===== src/rtl/mecobo_pkg.sv =====
`default_nettype none
// +------------------------------------------------------------------+
// | mecobo_pkg : shared pin-controller bus map and sample entry format |
// | Revision   : 1.0                                                  |
// +------------------------------------------------------------------+
package mecobo_pkg;

  localparam int c_ADDR_W    = 21;
  localparam int c_DATA_W    = 16;
  localparam int c_PIN_SHIFT = 8;

  localparam logic [7:0] c_SAMPLE_REG_OFS = 8'd7;
  localparam logic [7:0] c_SAMPLE_CNT_OFS = 8'd8;

  localparam int c_ENTRY_SAMPLE_BIT = 15;
  localparam int c_ENTRY_CNT_LSB    = 8;
  localparam int c_ENTRY_CNT_W      = 7;
  localparam int c_ENTRY_PIN_LSB    = 0;
  localparam int c_ENTRY_PIN_W      = 8;

  // The pin level is reported in bit 0 of SAMPLE_REG.
  localparam int c_SAMPLE_SRC_BIT = 0;

  typedef enum logic [2:0] {
    S_IDLE     = 3'b001,
    S_SCAN_CNT = 3'b010,
    S_SCAN_REG = 3'b100
  } sched_state_e;

  function automatic logic [c_ADDR_W-1:0] reg_addr(input logic [7:0] pin,
                                                   input logic [7:0] ofs);
    return (c_ADDR_W'(pin) << c_PIN_SHIFT) + c_ADDR_W'(ofs);
  endfunction

  function automatic logic [c_DATA_W-1:0] make_entry(input logic sample,
                                                     input logic [c_ENTRY_CNT_W-1:0] cnt,
                                                     input logic [c_ENTRY_PIN_W-1:0] pin);
    logic [c_DATA_W-1:0] e;
    e = '0;
    e[c_ENTRY_SAMPLE_BIT]                 = sample;
    e[c_ENTRY_CNT_LSB +: c_ENTRY_CNT_W]   = cnt;
    e[c_ENTRY_PIN_LSB +: c_ENTRY_PIN_W]   = pin;
    return e;
  endfunction

endpackage
`default_nettype wire


===== src/rtl/sync_fifo.sv =====
`default_nettype none
// +------------------------------------------------------------------+
// | sync_fifo : first-word-fall-through synchronous FIFO with count   |
// | Revision  : 1.0                                                  |
// +------------------------------------------------------------------+
module sync_fifo #(
  parameter int WIDTH = 16,
  parameter int DEPTH = 16
) (
  input  logic                     clk,
  input  logic                     reset,
  input  logic                     push,
  input  logic                     pop,
  input  logic [WIDTH-1:0]         din,
  output logic [WIDTH-1:0]         dout,
  output logic                     empty,
  output logic                     full,
  output logic [$clog2(DEPTH):0]   count
);

  localparam int c_AW = $clog2(DEPTH);

  logic [WIDTH-1:0] mem_q [DEPTH];
  logic [c_AW-1:0]  wr_q, rd_q;
  logic [c_AW:0]    count_q;
  logic             w_do_push, w_do_pop;

  assign empty = (count_q == '0);
  assign full  = (count_q == (c_AW + 1)'(DEPTH));
  assign count = count_q;
  assign dout  = empty ? '0 : mem_q[rd_q];

  // A full FIFO still accepts a push when the same cycle pops.
  assign w_do_pop  = pop & ~empty;
  assign w_do_push = push & (~full | w_do_pop);

  always_ff @(posedge clk) begin
    if (w_do_push) mem_q[wr_q] <= din;
  end

  always_ff @(posedge clk) begin
    if (reset) begin
      wr_q    <= '0;
      rd_q    <= '0;
      count_q <= '0;
    end else begin
      if (w_do_push) wr_q <= wr_q + c_AW'(1);
      if (w_do_pop)  rd_q <= rd_q + c_AW'(1);
      case ({w_do_push, w_do_pop})
        2'b10:   count_q <= count_q + (c_AW + 1)'(1);
        2'b01:   count_q <= count_q - (c_AW + 1)'(1);
        default: count_q <= count_q;
      endcase
    end
  end

endmodule
`default_nettype wire


===== src/rtl/sample_scheduler.sv =====
`default_nettype none
// +------------------------------------------------------------------+
// | sample_scheduler : polls pin SAMPLE_CNT/REG, queues new samples   |
// | Revision         : 1.0                                           |
// +------------------------------------------------------------------+
module sample_scheduler
  import mecobo_pkg::*;
#(
  parameter int NUM_PINS   = 8,
  parameter int FIFO_DEPTH = 16
) (
  input  logic                          clk,
  input  logic                          reset,
  input  logic                          host_en,
  input  logic                          host_rd,
  input  logic                          host_wr,
  input  logic [20:0]                   host_addr,
  input  logic [15:0]                   host_din,
  output logic [15:0]                   host_dout,
  output logic                          bus_en,
  output logic                          bus_rd,
  output logic                          bus_wr,
  output logic [20:0]                   bus_addr,
  output logic [15:0]                   bus_dout,
  input  logic [15:0]                   bus_din,
  input  logic                          scan_enable,
  input  logic [NUM_PINS-1:0]           scan_mask,
  input  logic                          fifo_rd,
  output logic [15:0]                   fifo_data,
  output logic                          fifo_empty,
  output logic [$clog2(FIFO_DEPTH):0]   fifo_count,
  output logic                          overflow,
  input  logic                          overflow_clr
);

  localparam int c_PTR_W = (NUM_PINS > 1) ? $clog2(NUM_PINS) : 1;
  localparam logic [c_PTR_W-1:0] c_LAST_PIN = c_PTR_W'(NUM_PINS - 1);

  sched_state_e       state_q;
  logic [c_PTR_W-1:0] ptr_q;
  logic [15:0]        cnt_q;
  logic [15:0]        last_cnt_q [NUM_PINS];
  logic               overflow_q;

  logic               w_host, w_mask_any, w_go, w_push, w_full;
  logic [c_PTR_W-1:0] w_start, ptr_d;
  logic [15:0]        w_entry;

  // First set mask bit at or after start, wrapping; keeps dflt when mask is empty.
  function automatic logic [c_PTR_W-1:0] first_set(input logic [NUM_PINS-1:0] mask,
                                                   input logic [c_PTR_W-1:0]  start,
                                                   input logic [c_PTR_W-1:0]  dflt);
    logic [c_PTR_W-1:0]  r;
    logic [NUM_PINS-1:0] sh;
    logic                f;
    int                  j;
    r = dflt;
    f = 1'b0;
    for (int i = 0; i < NUM_PINS; i++) begin
      j = int'(start) + i;
      if (j >= NUM_PINS) j = j - NUM_PINS;
      sh = mask >> j;
      if (!f && sh[0]) begin
        f = 1'b1;
        r = c_PTR_W'(j);
      end
    end
    return r;
  endfunction

  assign w_host     = host_en & (host_rd | host_wr);
  assign w_mask_any = |scan_mask;
  assign w_go       = scan_enable & w_mask_any;
  assign w_start    = (state_q == S_IDLE) ? ptr_q :
                      (ptr_q == c_LAST_PIN) ? '0 : ptr_q + c_PTR_W'(1);
  assign ptr_d      = first_set(scan_mask, w_start, ptr_q);

  always_ff @(posedge clk) begin
    if (reset) begin
      state_q <= S_IDLE;
      ptr_q   <= '0;
      cnt_q   <= '0;
      for (int i = 0; i < NUM_PINS; i++) last_cnt_q[i] <= '0;
    end else if (!w_host) begin
      case (state_q)
        S_IDLE: begin
          if (w_go) begin
            ptr_q   <= ptr_d;
            state_q <= S_SCAN_CNT;
          end
        end
        S_SCAN_CNT: begin
          if (bus_din != last_cnt_q[ptr_q]) begin
            cnt_q   <= bus_din;
            state_q <= S_SCAN_REG;
          end else begin
            if (w_mask_any) ptr_q <= ptr_d;
            state_q <= w_go ? S_SCAN_CNT : S_IDLE;
          end
        end
        S_SCAN_REG: begin
          last_cnt_q[ptr_q] <= cnt_q;
          if (w_mask_any) ptr_q <= ptr_d;
          state_q <= w_go ? S_SCAN_CNT : S_IDLE;
        end
        default: state_q <= S_IDLE;
      endcase
    end
  end

  always_comb begin
    bus_en   = 1'b0;
    bus_rd   = 1'b0;
    bus_wr   = 1'b0;
    bus_addr = '0;
    bus_dout = '0;
    if (w_host) begin
      bus_en   = host_en;
      bus_rd   = host_rd;
      bus_wr   = host_wr;
      bus_addr = host_addr;
      bus_dout = host_din;
    end else if (state_q == S_SCAN_CNT) begin
      bus_en   = 1'b1;
      bus_rd   = 1'b1;
      bus_addr = reg_addr(8'(ptr_q), c_SAMPLE_CNT_OFS);
    end else if (state_q == S_SCAN_REG) begin
      bus_en   = 1'b1;
      bus_rd   = 1'b1;
      bus_addr = reg_addr(8'(ptr_q), c_SAMPLE_REG_OFS);
    end
  end

  assign host_dout = (host_en & host_rd) ? bus_din : '0;

  assign w_push  = (state_q == S_SCAN_REG) & ~w_host & ~reset;
  assign w_entry = make_entry(bus_din[c_SAMPLE_SRC_BIT], cnt_q[c_ENTRY_CNT_W-1:0], 8'(ptr_q));

  sync_fifo #(
    .WIDTH (16),
    .DEPTH (FIFO_DEPTH)
  ) u_fifo (
    .clk   (clk),
    .reset (reset),
    .push  (w_push),
    .pop   (fifo_rd),
    .din   (w_entry),
    .dout  (fifo_data),
    .empty (fifo_empty),
    .full  (w_full),
    .count (fifo_count)
  );

  always_ff @(posedge clk) begin
    if (reset)                            overflow_q <= 1'b0;
    else if (w_push & w_full & ~fifo_rd)  overflow_q <= 1'b1;
    else if (overflow_clr)                overflow_q <= 1'b0;
  end

  assign overflow = overflow_q;

endmodule
`default_nettype wire

===== config.mk =====
export PLATFORM = sky130hd
export DESIGN_NAME = sample_scheduler
export DESIGN_NICKNAME = d
export VERILOG_FILES = /design/src/rtl/mecobo_pkg.sv /design/src/rtl/sync_fifo.sv /design/src/rtl/sample_scheduler.sv
export SDC_FILE = /design/constraint.sdc
export NUM_CORES = 1
export LEC_CHECK = 0
export ABC_AREA = 1
export CORE_MARGIN = 2
export CORE_UTILIZATION = 45
export CTS_CLUSTER_SIZE = 40
export DETAILED_ROUTE_END_ITERATION = 6
export GPL_TIMING_DRIVEN = 0
export MAX_ROUTING_LAYER = met4
export PLACE_DENSITY = 0.66
export SETUP_SLACK_MARGIN = 0.05
export SYNTH_ARGS = -nofsm -noshare
export SYNTH_HDL_FRONTEND = slang
export SYNTH_HIERARCHICAL = 1
export SYNTH_SLANG_ARGS = --single-unit

===== constraint.sdc =====
create_clock -name clk -period 6.3 [get_ports clk]
set_input_delay 0.945 -clock clk [delete_from_list [all_inputs] [get_ports clk]]
set_output_delay 0.945 -clock clk [all_outputs]
set_load 0.005 [all_outputs]

# Yosys cells after proc, flatten, opt, wreduce, memory -nomap -nowiden
# Memories as Yosys holds them, arrays and structs flattened. A register that Yosys moved wholly into a read port is not among the register bits.
# Cells that the tools add are included.
[word_totals]
mem_count = 2
reg_bits = 36
ramBits = 304
[classes]
n_addsub = 22
eq_ne = 10
n_reduce_logical = 23
bitwise_logic = 16
shift = 8
magnitude_cmp = 8
mux = 61
[mem_list]
columns = ["memory", "depth", "word_bits", "read_ports", "rd_clocked_by_memory_dff", "wr", "line", "text"]
rows = [
  ["u_fifo.mem_q", 16, 11, 1, 1, 1, "sync_fifo.sv:23", "logic [WIDTH-1:0] mem_q [DEPTH];"],
  ["last_cnt_q", 8, 16, 1, 1, 8, "sample_scheduler.sv:42", "logic [15:0] last_cnt_q [NUM_PINS];"],
]
[ops]
columns = ["operator", "n"]
rows = [
  ["$mux W32", 8],
  ["$shr A8 B32 Y1", 8],
  ["$mux W16", 4],
  ["$mux W3", 18],
  ["$sub A4 B4 Y5 const B", 7],
  ["$ge A4 B4 Y1 const B", 7],
  ["$mux W12", 2],
  ["$mux W1", 22],
  ["$mux W21", 1],
  ["$pmux W3 S3", 2],
  ["$add A3 B3 Y4 const B", 4],
  ["$ne A16 B16 Y1", 1],
  ["$reduce_or A16 Y1", 1],
  ["$add A11 B3 Y12 const B", 1],
  ["$add A11 B4 Y12 const B", 1],
  ["$pmux W5 S2", 1],
  ["$and A1 B1 Y1", 9],
  ["$add A3 B2 Y4 const B", 2],
  ["$add A4 B1 Y4 const B", 2],
  ["$mux W4", 2],
  ["$reduce_or A8 Y1", 1],
  ["$logic_and A1 B1 Y1", 7],
  ["$logic_not A1 Y1", 7],
  ["$eq A3 B3 Y1 const B", 2],
  ["21 further kinds", 28],
]

# Longest topological paths before layout
# Gate-level depths: netlist (run 1).
[depth]
ltp_word = 33
depth_mapped = 24
ltp_nobuf = 23

# By module
# The synthesis (run 1) kept the hierarchy.
[modules_own_cells]
columns = ["mod", "seq_area_each_um2", "area_per_inst_um2", "instances", "cells_per_inst"]
rows = [
  ["sync_fifo", 8027.7, 11145.7, 1, 953],
  ["sample_scheduler", 4364.2, 8308.0, 1, 1041],
]

# Worst setup path after synthesis (run 1)
# Ideal clock, no wire load.
[synth_timing]
path_type = "input to register"
startpoint = "in host_en"
endpoint = "mem u_fifo/mem_q[0][0] (netlist name) (enable)"
setup_ps = 388
path_stages = 9
path_slack_ps = 3202
arrival_time_ps = 2710
path_cell_list = "nand2_1 nand2_1 nor2_1 inv_1 nor2_1 o21ai_2 inv_2 nand2_1 nor2_1"
[synth_between]
elab_chain_len = 7
[synth_rtl]
columns = ["item", "line", "text"]
rows = [
  ["start: declaration", "sample_scheduler.sv:14", "input logic host_en,"],
  ["$and A1 B1 Y1", "sample_scheduler.sv:71", "assign w_host = host_en & (host_rd | host_wr);"],
  ["$not A1 Y1 (no source line)", "n/a", ""],
  ["$and A1 B1 Y1 (2 in a row)", "sample_scheduler.sv:136", "assign w_push = (state_q == S_SCAN_REG) & ~w_host & ~reset;"],
  ["net w_push", "sample_scheduler.sv:45", "logic w_host, w_mask_any, w_go, w_push, w_full;"],
  ["$and A1 B1 Y1", "sync_fifo.sv:35", "assign w_do_push = push & (~full | w_do_pop);"],
  ["$mux W1", "sync_fifo.sv:38", "if (w_do_push) mem_q[wr_q] <= din;"],
  ["$mux W1 (not written as such)", "sync_fifo.sv:38", ""],
  ["end: declaration", "sync_fifo.sv:23", ""],
]
# The timed path passes the listed nets, and every way through them passes these cells.

==> results of run 1 <==
## per-layer routing
layer / wire [um] / share of wire / vias to the layer above / GRT usage
li1: - / - / 7210 / -
met1: 21900 / 0.39 / 7237 / 0.315
met2: 27100 / 0.48 / 821 / 0.428
met3: 4930 / 0.087 / 145 / 0.0402
met4: 2620 / 0.046 / 0 / 0.123
met5: 0 / 0 / - / -
## area by class of cell
class / count / area [um2] / share of cell area
inverters: 126 / 473 / 0.0201
clock buffers: 67 / 1210 / 0.0514
clock inverters: 13 / 173 / 0.00735
flip-flops and latches: 427 / 12400 / 0.527
repair buffers: 156 / 1600 / 0.0680
plain buffers: 97 / 487 / 0.0207
multi-input cells: 1423 / 6440 / 0.274
well taps: 585 / 732 / 0.0311
## cells by family (layout without fill, tap and decap cells)
logic type               Yosys count  count (layout)  share of synthesized area
AO/OA/AOI/OAI                    218             218                     0.0621
XOR/XNOR                          18              18                    0.00810
adder cells (fa/ha/maj)           17              17                     0.0113
buffers and inverters            223             459                     0.0493
flip-flops                       427             427                      0.637
other                              1              80                   0.000193
AND/OR/NAND/NOR                 1090            1090                      0.232
## worst max-delay path by stage
stage,slack [ns],endpoint
final,2.05,last_cnt_q[4][9]
after global routing,1.86,bus_addr[11]
after CTS,2.00,bus_addr[11]
after detailed placement,1.52,last_cnt_q[5][12]
after global placement,1.55,u_fifo/mem_q[13][6]
after floorplan,3.20,u_fifo/mem_q[0][0]
## synthesized netlist by cell type, types with 2 or more instances
cell type,n,share of area
xor2_1,17,0.0077
nand2_4,2,0.0012
o21ai_2,4,0.0018
nor4_1,2,0.00064
buf_4,9,0.0035
o21ai_0,92,0.024
nand2_2,6,0.0019
buf_6,5,0.0029
o21ai_4,2,0.0017
o21ai_1,2,0.00051
ha_1,16,0.010
clkbuf_1,41,0.0079
edfxtp_1,384,0.59
nor2_2,2,0.00064
nand3_2,6,0.0031
o211ai_1,14,0.0054
nand3b_1,2,0.00077
dfxtp_1,43,0.044
buf_2,41,0.011
inv_1,118,0.023
inv_2,6,0.0012
a21oi_1,85,0.022
nor3_1,2,0.00051
o22ai_1,2,0.00064
nand2_1,525,0.10
nand3_1,214,0.055
nor2_1,315,0.061
o31ai_1,16,0.0062
nand4_1,11,0.0035
clkinv_1,2,0.00039
## registers in the layout, summed over array words and instances (netlist names), named ones only
| signal | count |
|---|---|
| cnt_q | 16 |
| overflow | 1 |
| state_q | 3 |
| ptr_q | 3 |
| last_cnt_q | 128 |
| u_fifo/rd_q | 4 |
| u_fifo/count | 5 |
| u_fifo/mem_q | 256 |
| u_fifo/wr_q | 4 |
## worst max-delay path: stages
cell and delay, ns:
clkdlybuf4s50_1 0.42, nand2_1 0.23, nand2_1 0.17, nor2_1 0.13, inv_1 0.08, nor2_1 0.45
inv_1 0.12, nor2_1 0.22, nand2_1 0.35, clkbuf_1 0.44, nand2_1 0.89
## power by group through the flow
stage	Sequential [mW]	Combinational, mW	Clock [mW]
2_1_floorplan	3.26	1.64	0
4_1_cts	3.24	2.69	2.54
5_1_grt	3.25	2.98	2.64
3_3_place_gp	3.29	2.63	0
6_report	3.24	2.72	2.51
3_5_place_dp	3.30	2.67	0
## stage by stage
| step | hold WS, ns | utilization | cell area [um2] | power [mW] |
|---|---|---|---|---|
| floorplan | 0.446 | - | 19800 | 4.90 |
| global placement | 0.467 | 0.512 | 22000 | 5.92 |
| detailed placement | 0.475 | 0.516 | 22100 | 5.97 |
| CTS | 0.485 | 0.548 | 23500 | 8.47 |
| global route | 0.503 | 0.548 | 23500 | 8.87 |
| finish | 0.483 | 0.548 | 23500 | 8.47 |
==> impl_metrics.tcl, run 1 <==
set metrics [dict create \
    outcome "finished, violations left" \
    violations "design-rule violations" \
    synth-edff-count 384 \
    ys_ff_latch 427 \
    skew_ns 0.0231 \
    routed_wl_mm 56.5 \
    setup_violations 0 \
    async_flop_share 0 \
    rrSetupSlack_ns 2.21 \
    crit_fanout 16 \
    vdd_ir_drop_max_uv 229 \
    firstDrtPassIters 7 \
    powerDensity_nw_per_um2 360 \
    clk_path_buf_depth 3 \
    final_common_cell "nand2_1" \
    grt_use_total 0.260 \
    hold_end "state_q[1]" \
    worstPathArrival_ns 4.46 \
    areaGrowthSynthToFinish_pct 20.8 \
    leakagePower_nw 9.08 \
    fin_cells 2894 \
    setup_slack_ns 2.05 \
    place_congestion 0.952 \
    hold_path_startpoint "state_q[1]" \
    die-area_um2 44900 \
    ctsRootBufferMaster "clkbuf_16" \
    min_path_cells 2 \
    port_buffers 147 \
    cts_resized 0 \
    row_count 76 \
    cap_violations 0 \
    critPathCaptureType "register" \
    crit_type "in2reg" \
    yosys_warnings 6 \
    ys.flop_type "edfxtp_1" \
    max_freq_mhz 235 \
    internal_power_mw 5.49 \
    dp_cells 2814 \
    pre_cts_slack_ns 1.52 \
    comb_power_share 0.321 \
    die_w_um 212 \
    vias 15413 \
    die_height_um 212 \
    cts_made_buffers 44 \
    drc 4 \
    cts-htree-levels 2 \
    hpwl_mm 38.1 \
    grt_max_degree 23 \
    layout_common_cells "nand2_1 (525), edfxtp_1 (384), nor2_1 (300), nand3_1 (214), clkdlybuf4s50_1 (147)" \
    synth_cells 1994 \
    max_slew_margin 0.284 \
    pwr-share-clk 0.296 \
    grt.overflow.total 0 \
    fin_setup_tns_ns 0 \
    first_global_vias 15032 \
    startpoint "host_en" \
    hp-class "reg2reg" \
    syn_avg_cell_area_um2 9.76 \
    initial_core_util 0.454 \
    cp-start-kind "input pin" \
    layout-drive-gt1-share 0.0706 \
    r2r_cells 14 \
    ctsHoldBuffers 0 \
    wl_per_cell_um 19.5 \
    fin_crit_ns 4.25 \
    drtAntennaViolNets 0 \
    clock_latency_ns 0.60 \
    cp.required_ns 6.51 \
    ys_seq_area_frac 0.637 \
    grt_pass1_wl_mm 84.7 \
    worst_slew_pin_slew_ns 1.07 \
    reg2reg_to "cnt_q[2]" \
    pin_count 148 \
    insertedDiodeCount 0 \
    fin_crit_sh 0.675 \
    grt_antenna_before_repair 0 \
    power.switching_mw 2.97 \
    rsz0062_at_grt "false" \
    drt_iter0_markers 1642 \
    cts_tree "yes" \
    syn_area_um2 19500 \
    path_clk_slew_ns 0.06 \
    post-cts-setup-buffers 0 \
    fillerInstances 3756 \
    p_sw_frac 0.351 \
    fin_nets 2361 \
    via_per_inst 5.33 \
    core_area_um2 42900 \
    seqPwrFrac 0.382 \
    ys_types 38 \
    cts_sinks 427 \
    hold_viol 0 \
    finalMaxSlewViolations 0 \
]
Power figures use the tool's default switching activity.
==> inputs of run 2 (changes only) <==
==> constraint.sdc (replaced) <==
create_clock -name clk -period 4.2 [get_ports clk]
set_input_delay 0.63 -clock clk [delete_from_list [all_inputs] [get_ports clk]]
set_output_delay 0.63 -clock clk [all_outputs]
set_load 0.005 [all_outputs]
==> impl_metrics.tcl, run 2 (synthesis results as in run 1) <==
set metrics [dict create \
    ctsRootBufferMaster "clkbuf_16" \
    highest_layer "met4" \
    wl_per_cell_um 19.5 \
    cts_sinks 427 \
    path_buf_inv 4 \
    stdcell_area_um2 23500 \
    wl_met2_mm 27.1 \
    first_global_vias 15032 \
    hold_viol 0 \
    cts_resized 0 \
    post-cts-setup-buffers 0 \
    row_count 76 \
    power.switching_mw 4.46 \
    layout-drive-gt1-share 0.0719 \
    cp-endpoint "cnt_q[2]" \
    wl_met3_mm 5.01 \
    setup_violations 0 \
    core_area_um2 42900 \
    cts-htree-levels 2 \
    fin_nets 2361 \
    reg_top3 "u_fifo/mem_q x256, last_cnt_q x128, cnt_q x16" \
    register_area_um2 12400 \
    rrSetupSlack_ns 0.12 \
    placed_cell_area_um2 22100 \
    hpwl_mm 38.1 \
    fin_setup_tns_ns 0 \
    grt_use_total 0.260 \
    cpPeakStageDelay_ns 0.66 \
    crit_fanout 10 \
    outcome "finished, violations left" \
    cts_made_buffers 44 \
    seqPwrFrac 0.382 \
    clock_latency_ns 0.60 \
    worst_slew_pin_slew_ns 1.06 \
    r2r_cells 14 \
    die_height_um 212 \
    finalMaxSlewViolations 0 \
    critPathCaptureType "register" \
    critPathTopFamily "buffers and inverters" \
    fin_cells 2894 \
    drt_iter0_markers 1642 \
    pre_cts_slack_ns -0.264 \
    vdd_ir_drop_max_uv 343 \
    crit_slowest_cell "clkbuf_1" \
    grt.overflow.total 0 \
    cp-start-kind "register" \
    fin_crit_ns 4.08 \
    fillerInstances 3756 \
    place_congestion 0.952 \
    clk_path_buf_depth 3 \
    largest_register "u_fifo/mem_q" \
    rsz0062_at_grt "false" \
    crit_type "reg2reg" \
    path_cells "buf_2, inv_1, clkbuf_1, o21ai_0, xor2_1, nor2_1, nand2_1, nor2_1, nand2_1, nand2_1, nor2_1, clkbuf_1, o21ai_0, a21oi_1" \
    routed_wl_mm 56.5 \
    path_clk_slew_ns 0.06 \
    die-area_um2 44900 \
    port_buffers 147 \
    setup_slack_ns 0.117 \
    leakagePower_nw 9.08 \
    layout_common_cells "nand2_1 (525), edfxtp_1 (384), nor2_1 (300), nand3_1 (214), clkdlybuf4s50_1 (147)" \
    violations "design-rule violations" \
    largest_reg_flops 256 \
    max_slew_margin 0.294 \
    fin_crit_sh 0.972 \
    vias 15451 \
    drc 4 \
    final_common_cell "nand2_1" \
    worstPathArrival_ns 4.60 \
    max_freq_mhz 245 \
    die_w_um 212 \
    path_depth 14 \
    hp-class "reg2reg" \
    cap_violations 0 \
    firstDrtPassIters 7 \
    insertedDiodeCount 0 \
    multi_input_area_um2 6440 \
    areaGrowthSynthToFinish_pct 20.8 \
    grt_antenna_before_repair 0 \
    dp_cells 2814 \
    pwr-share-clk 0.296 \
    grt_pass1_wl_mm 84.7 \
    skew_ns 0.0259 \
    p_sw_frac 0.351 \
    internal_power_mw 8.24 \
    grt_max_degree 23 \
    drt-met1-wl_mm 21.8 \
    initial_core_util 0.454 \
    cp.required_ns 4.72 \
    comb_power_share 0.322 \
    via_per_inst 5.34 \
    reg2reg_to "cnt_q[2]" \
    cts_tree "yes" \
    ctsHoldBuffers 0 \
    pin_count 148 \
    drtAntennaViolNets 0 \
    powerDensity_nw_per_um2 541 \
]
## run 2: layout make-up
type                            count  area share
Buffer                             97      0.0207
Clock buffer                       67      0.0514
Clock inverter                     13     0.00735
Inverter                          126      0.0201
Multi-Input combinational cell   1423       0.274
Sequential cell                   427       0.527
Tap cell                          585      0.0311
Timing Repair Buffer              156      0.0680
## run 2: power groups by stage
stage | Clock [mW] | Sequential, mW | Combinational [mW]
2_1_floorplan | 0 | 4.89 | 2.47
3_3_place_gp | 0 | 4.94 | 3.95
3_5_place_dp | 0 | 4.94 | 4.01
4_1_cts | 3.81 | 4.85 | 4.04
5_1_grt | 3.96 | 4.87 | 4.47
6_report | 3.76 | 4.86 | 4.09
## run 2: worst min-delay path by stage
stage | startpoint | endpoint | slack, ns | cells past startpoint
floorplan | u_fifo/rd_q[2] | register | 0.45 | 2
global route | state_q[1] | state_q[1] | 0.50 | 2
finish | state_q[1] | state_q[1] | 0.48 | 2
CTS | state_q[1] | state_q[1] | 0.49 | 2
detailed placement | u_fifo/rd_q[2] | u_fifo/rd_q[2] | 0.48 | 2
global placement | u_fifo/rd_q[2] | u_fifo/rd_q[2] | 0.47 | 2
## run 2: layer usage
| metal | track usage | up-vias |
|---|---|---|
| met1 | 0.315 | 7245 |
| met4 | 0.123 | 0 |
| li1 | - | 7211 |
| met2 | 0.428 | 842 |
| met3 | 0.0402 | 153 |
| met5 | - | - |
## run 2: stage by stage
stage               hold WS [ns]  power, mW   util
finish                     0.483       12.7  0.548
global route               0.503       13.3  0.548
CTS                        0.485       12.7  0.548
detailed placement         0.475       8.96  0.516
global placement           0.467       8.89  0.512
floorplan                  0.446       7.36      -
## run 2: tightest hold or removal path: stages (launching register included)
cell and delay, ns:
dfxtp_1 0.32, nand2_1 0.06, a21oi_1 0.05
==> inputs of run 3 (changes only) <==
--- a/config.mk
+++ b/config.mk
@@ -18,3 +18,4 @@
 export SYNTH_HDL_FRONTEND = slang
 export SYNTH_HIERARCHICAL = 1
 export SYNTH_SLANG_ARGS = --single-unit
+export TNS_END_PERCENT = 5
==> results of run 3 <==
No change in the layout: final DEF, timing and power equal those of run 2.
